==> src/rtl/onehot_enc_pkg.sv <==
// Shared types and sizing for the one-hot/multi-hot to binary index encoder.
package onehot_enc_pkg;

  typedef enum logic {
    IDLE = 1'b0,
    EMIT = 1'b1
  } state_e;

  localparam int N_DEFAULT  = 8;
  localparam int IW_DEFAULT = $clog2(N_DEFAULT);

endpackage

==> src/rtl/lsb_index_finder.sv <==
// Combinational search for the lowest set bit of a vector, plus single/any-set flags.
module lsb_index_finder
  import onehot_enc_pkg::*;
#(
  parameter int N  = N_DEFAULT,
  parameter int IW = $clog2(N)
) (
  input  logic [N-1:0]  pending_i,
  output logic [IW-1:0] index_o,
  output logic          is_single_o,
  output logic          any_set_o
);

  // Scan from the top down so the last hit, the lowest set bit, wins.
  always_comb begin
    index_o = '0;
    for (int i = N - 1; i >= 0; i--) begin
      if (pending_i[i]) index_o = IW'(i);
    end
  end

  assign any_set_o   = |pending_i;
  assign is_single_o = any_set_o && ((pending_i & (pending_i - N'(1))) == '0);

endmodule

==> src/rtl/onehot_encoder_8to3.sv <==
// Accepts a request vector and emits the index of each set bit, lowest first, one beat per handshake.
module onehot_encoder_8to3
  import onehot_enc_pkg::*;
#(
  parameter int N = N_DEFAULT,
  localparam int IW = $clog2(N)
) (
  input  logic          clk,
  input  logic          rst,
  input  logic          in_valid,
  output logic          in_ready,
  input  logic [N-1:0]  in,
  output logic          out_valid,
  input  logic          out_ready,
  output logic [IW-1:0] out,
  output logic          out_last,
  output logic          out_multi,
  output logic          zero_drop
);

  state_e         state_q;
  logic [N-1:0]   pending_q;
  logic [N-1:0]   pending_d;
  logic           multi_q;
  logic           zeroDrop_q;
  logic [IW-1:0]  lowIndex;
  logic           isSingle;
  logic           anySet;
  logic           inIsMulti;

  lsb_index_finder #(
    .N  (N),
    .IW (IW)
  ) u_finder (
    .pending_i   (pending_q),
    .index_o     (lowIndex),
    .is_single_o (isSingle),
    .any_set_o   (anySet)
  );

  assign pending_d = pending_q & (pending_q - N'(1));
  assign inIsMulti = (in & (in - N'(1))) != '0;

  assign in_ready  = (state_q == IDLE);
  assign out_valid = (state_q == EMIT) && anySet;
  assign out       = lowIndex;
  assign out_last  = out_valid && isSingle;
  assign out_multi = multi_q;
  assign zero_drop = zeroDrop_q;

  // An empty pending register in EMIT cannot happen in protocol; fall back to IDLE if it does.
  always_ff @(posedge clk or posedge rst) begin
    if (rst) begin
      state_q    <= IDLE;
      pending_q  <= '0;
      multi_q    <= 1'b0;
      zeroDrop_q <= 1'b0;
    end else begin
      zeroDrop_q <= 1'b0;
      case (state_q)
        IDLE: begin
          if (in_valid) begin
            if (in != '0) begin
              pending_q <= in;
              multi_q   <= inIsMulti;
              state_q   <= EMIT;
            end else begin
              zeroDrop_q <= 1'b1;
            end
          end
        end
        EMIT: begin
          if (!anySet) begin
            state_q   <= IDLE;
            pending_q <= '0;
            multi_q   <= 1'b0;
          end else if (out_ready) begin
            if (isSingle) begin
              state_q   <= IDLE;
              pending_q <= '0;
              multi_q   <= 1'b0;
            end else begin
              pending_q <= pending_d;
            end
          end
        end
        default: begin
          state_q   <= IDLE;
          pending_q <= '0;
          multi_q   <= 1'b0;
        end
      endcase
    end
  end

endmodule

==> config.mk <==
export PLATFORM = sky130hd
export DESIGN_NAME = onehot_encoder_8to3
export DESIGN_NICKNAME = d
export VERILOG_FILES = /design/src/rtl/onehot_enc_pkg.sv /design/src/rtl/lsb_index_finder.sv /design/src/rtl/onehot_encoder_8to3.sv
export SDC_FILE = /design/constraint.sdc
export NUM_CORES = 1
export LEC_CHECK = 0
export ABC_CLOCK_PERIOD_IN_PS = 6200
export BUFFER_PORTS_ARGS = -buffer_cell sky130_fd_sc_hd__clkbuf_2
export CAP_MARGIN = 20
export CORE_UTILIZATION = 58
export CTS_BUF_LIST = sky130_fd_sc_hd__clkbuf_8
export CTS_CLUSTER_SIZE = 20
export DETAILED_ROUTE_END_ITERATION = 7
export PLACE_DENSITY = 0.86
export SYNTH_ARGS = -nofsm -noshare
export SYNTH_HDL_FRONTEND = slang
export SYNTH_HIERARCHICAL = 1
export SYNTH_SLANG_ARGS = --single-unit
==> constraint.sdc <==
create_clock -name clk -period 6.2 [get_ports clk]
set_input_delay 1.55 -clock clk [delete_from_list [all_inputs] [get_ports clk]]
set_output_delay 1.55 -clock clk [all_outputs]
set_load 0.01 [all_outputs]
# == Word level (Yosys, flattened, before mapping) ==
# Index checks and enable logic that the tools add are counted.
# W data, S select, Z words.
# word_totals
regBits,11
latchBits,0
input_bits,12
memories,0
output_inout_bits,8
ram_bits,0
rom_bits,0
elab_cells,51
# classes
n_eq_ne,4
mux,29
addsub,2
n_bitwise,3
reduce_logical,9
div_mod_pow,0
multipliers,0
shifts,0
n_lt_le_gt_ge,0
# ops
op,n
$mux W8,5
$mux W3,8
$and A8 B8 Y8,2
$pmux W8 S2,1
$reduce_bool A8 Y1,2
$sub A8 B1 Y8 const B,2
$mux W1,13
$logic_not A8 Y1,1
$reduce_or A8 Y1,1
$ne A3 B3 Y1 const B,2
$pmux W1 S2,2
$reduce_and A4 Y1,1
$logic_and A1 B1 Y1,3
$reduce_and A3 Y1,1
$ne A2 B1 Y1 const B,1
$ne A2 B2 Y1 const B,1
$not A1 Y1,1

# == Depth between registers and ports, before layout ==
# logic_depth
word_depth,8
mapped_depth,9
depth_no_buf,8

# == By module ==
# Netlist, hierarchy kept.
# by_module_without_submodules
module,seq_area_each_um2,area_each_um2,cells_each,n_inst
onehot_encoder_8to3,275.3,653.1,66,1
lsb_index_finder,0.0,162.7,24,1

# == Least setup slack after synthesis ==
# Ideal clock, no wire load.
# synth_timing
path_kind,reg2out
from,reg pending_q[3]
to,out out_last
required_time_ps,4650
stages_incl_launch_ff,6
arrival_time_ps,1598
slack_ps,3052
path_cell_list,dfrtp_1 > nor4_4 > inv_1 > a2111oi_2 > o22a_1 > and3_1
# synth_via
elab_chain_cells,5
word_cells_on_any_way,7
classes_between,add/sub (1); bitwise (1); reduce/logical (5)
# synth_rtl
item,line,text
"start, declared",onehot_encoder_8to3.sv:22,logic [N-1:0] pending_q;
"start signal, assigned",onehot_encoder_8to3.sv:64,pending_q <= in;
"start signal, assigned",onehot_encoder_8to3.sv:83,pending_q <= pending_d;
$sub A8 B1 Y8,lsb_index_finder.sv:23,assign is_single_o = any_set_o && ((pending_i & (pending_i - N'(1))) == '0);
$and A8 B8 Y8,lsb_index_finder.sv:23,
$logic_not A8 Y1,lsb_index_finder.sv:23,
$logic_and A1 B1 Y1 *,lsb_index_finder.sv:23,
net isSingle,onehot_encoder_8to3.sv:27,logic isSingle;
$logic_and A1 B1 Y1 *,onehot_encoder_8to3.sv:47,assign out_last = out_valid && isSingle;
"end, declared",onehot_encoder_8to3.sv:16,"output logic out_last,"
# The timed path passes the listed nets; every way through them passes the cells marked *.

# == Worst setup path in the final report ==
# Ends and elaborated chain as after synthesis.

==> flow_metrics.tcl <==
set metrics [dict create \
    ys_types 40 \
    layout-drive-gt1-share_pct 32.43 \
    hpwl_mm 1.612 \
    postRouteAntennaNets 0 \
    finalInstanceArea_um2 958.4 \
    ys_warn_count 6 \
    grt_max_degree 12 \
    dpl_cell_area_um2 913.4 \
    clock_latency_ns 0.24 \
    post_cts_buffers 0 \
    core_mm2 0.001301 \
    stdcell_count 126 \
    detail_route.wirelength_mm 2.224 \
    switching_share_pct 46.74 \
    cts_resized 0 \
    die_h_um 39.51 \
    crit_required_ns 4.65 \
    gr-usage-met1_pct 37.81 \
    cts_buffer_depth 2 \
    power_frac_seq_pct 30.1 \
    path_clk_slew_ns 0.05 \
    grt_pass1_wl_mm 3.436 \
    period_minus_slack_ns 3.699 \
    avgViaCountPerCell 6.825 \
    synthMuxAreaShare_pct 0 \
    synth.cell_area_um2 815.8 \
    final_common_cell "clkbuf_2" \
    syn_area_per_cell_um2 9.064 \
    area_growth_pct 17.48 \
    gr-usage-all-layers_pct 33.73 \
    grt_busiest_layer "met2" \
    grt_use_met2_pct 53.69 \
    synth_top_family_by_area "compound AO/OA/AOI/OAI gates" \
    die_area_mm2 0.001561 \
    ys_seq_area_share_pct 33.74 \
    gr-total-overflow 0 \
    drv_slew 0 \
    cp-end-kind "output port" \
    grtUsageMet3_pct 7.386 \
    powerDensity_mw_per_mm2 578.0 \
    htree_levels 1 \
    clkPwrFrac_pct 13.2 \
    status "finished, final reports clean" \
    cts_root_buffer "clkbuf_8" \
    drv_cap 0 \
    fmax_ghz 0.2703 \
    drc 0 \
    clock-sinks 11 \
    fp.dieW_um 39.51 \
    antenna_found_initial 0 \
    hold_viol 0 \
    vias 860 \
    synth_fa_ha_area_share_pct 3.681 \
    setup_viol_count_final 0 \
    drtIter0Drc 40 \
    fin_nets 124 \
    wire_per_inst_um 17.65 \
    fin_setup_tns_ns 0 \
    synth_compound_area_share_pct 29.45 \
    grt_setup_unrepaired "false" \
    critPathMaxFanout 7 \
    max-slew-margin-rel_pct 63.95 \
    ir_drop_v 0.0003772 \
    postSynthCellCount 90 \
    synthSimpleGateAreaFrac_pct 26.38 \
    ys_ff_latch 11 \
    rows 13 \
    io_buffers 19 \
    worst_pin_slew_ns 0.5407 \
    fin_hold_ws_ns 0.5571 \
    initial_core_util_pct 62.69 \
    dr.pass1.iters 4 \
    startpoint_type "flop" \
    final_cell_mix "clkbuf_2 (19), dfrtp_1 (11), inv_1 (9), nand2_1 (7), nor3_1 (6)" \
    netSwitchingPower_uw 258.9 \
    finalPower_uw 554.0 \
    cellInternalPower_uw 295.1 \
    power.leakage_uw 0.0004451 \
    period_share_pct 59.67 \
    antennaDiodeCount 0 \
    p_comb_share_pct 56.7 \
    arrival_ns 2.15 \
    worst-setup-path-type "flop to output port" \
    clock_skew_ns 0.002673 \
    rrSetupSlack_ns 3.68 \
    numCtsBuffers 3 \
    synth_nets 102 \
    dp.cells 122 \
    hold_path.class "flop to flop" \
    grt_pass1_vias 763 \
    synth_xor_area_share_pct 1.074 \
    postCtsHoldBufs 0 \
    cts_tree "yes" \
    gp_congestion 0.8689 \
    boundaryPins 20 \
]
registers in the layout (all words and copies together) (netlist names):
register   cells
out_multi      1
pending_q      8
state_q        1
zero_drop      1
layer usage:
metal | vias up | part of all wire (%)
met5 | - | 0
met4 | 0 | 5.8
met3 | 17 | 6.8
met2 | 53 | 49
met1 | 406 | 38
li1 | 384 | -
critical path: stages (launching register included):
cell	delay (ns)
dfrtp_1	0.47
nor4_4	0.39
inv_1	0.13
a2111oi_2	0.38
o22a_1	0.24
and3_1	0.17
clkbuf_2	0.13
Yosys cell counts, drive strengths merged:
| cell type | instances | share of area (%) |
|---|---|---|
| a21o | 3 | 3.1 |
| buf | 2 | 2.0 |
| a2111oi | 1 | 1.8 |
| o21ai | 7 | 4.3 |
| or4 | 2 | 2.3 |
| and3b | 1 | 1.1 |
| o22a | 1 | 1.1 |
| nor3 | 6 | 3.7 |
| maj3 | 3 | 3.7 |
| nand2b | 2 | 1.5 |
| nor2 | 6 | 3.7 |
| a221o | 3 | 4.1 |
| nand2 | 7 | 3.2 |
| and2b | 1 | 1.1 |
| a22o | 3 | 3.4 |
| o2111ai | 1 | 1.1 |
| o21bai | 1 | 0.92 |
| or3 | 1 | 0.77 |
| o221ai | 1 | 1.1 |
| nand4 | 1 | 0.77 |
| dfrtp | 11 | 34 |
| and2 | 1 | 0.77 |
| o31a | 1 | 2.1 |
| a21oi | 5 | 3.1 |
| o41ai | 1 | 1.1 |
| xnor2 | 1 | 1.1 |
| o311a | 1 | 1.4 |
| and3 | 2 | 1.7 |
| inv | 8 | 3.7 |
| nor4 | 4 | 4.9 |
| o31ai | 1 | 0.92 |
| or2b | 1 | 0.92 |
cell type report:
type                       count  area, um2
tap                           15      18.77
clock inverter                 1      3.754
inverter                       8      30.03
sequential                    11      275.3
timing repair buffer          19      95.09
multi-input combinational     69      494.2
fill                         104      342.8
clock buffer                   3      41.29
worst paths after layout:
| kind | start | endpoint | cells after the start |
|---|---|---|---|
| setup / recovery | pending_q[3] | out_last | 6 |
| hold / removal | out_multi | out_multi | 2 |
| setup reg to reg | pending_q[3] | pending_q[4] | 7 |
| hold reg to reg | out_multi | out_multi | 2 |
| max in group asynchronous | rst | pending_q[4] | 2 |
| min in group asynchronous | rst | out_multi | 2 |
power by group through the flow:
stage | Clock, uW | Combinational (uW) | Sequential, uW
global placement | 0 | 293 | 159
global route | 74.9 | 340 | 172
CTS | 71.1 | 309 | 164
detailed placement | 0 | 304 | 165
floorplan | 0 | 237 | 150
finish | 73.1 | 314 | 167
logic make-up (layout without fill, tap and decap cells):
logic type | after synthesis | after routing
compound gates | 30 | 30
xor+xnor | 1 | 1
fa+ha+maj | 3 | 3
buf+inv | 10 | 31
flops | 11 | 11
simple gates | 35 | 35
stage by stage:
stage               util [%]  worst slack [ns]
finish                 73.65             2.501
global route           73.65             2.382
CTS                    73.65             2.540
detailed placement     70.19             2.803
global placement       70.19             2.909
floorplan                  -             3.052
Note: power is estimated with default switching activity, not from simulation.
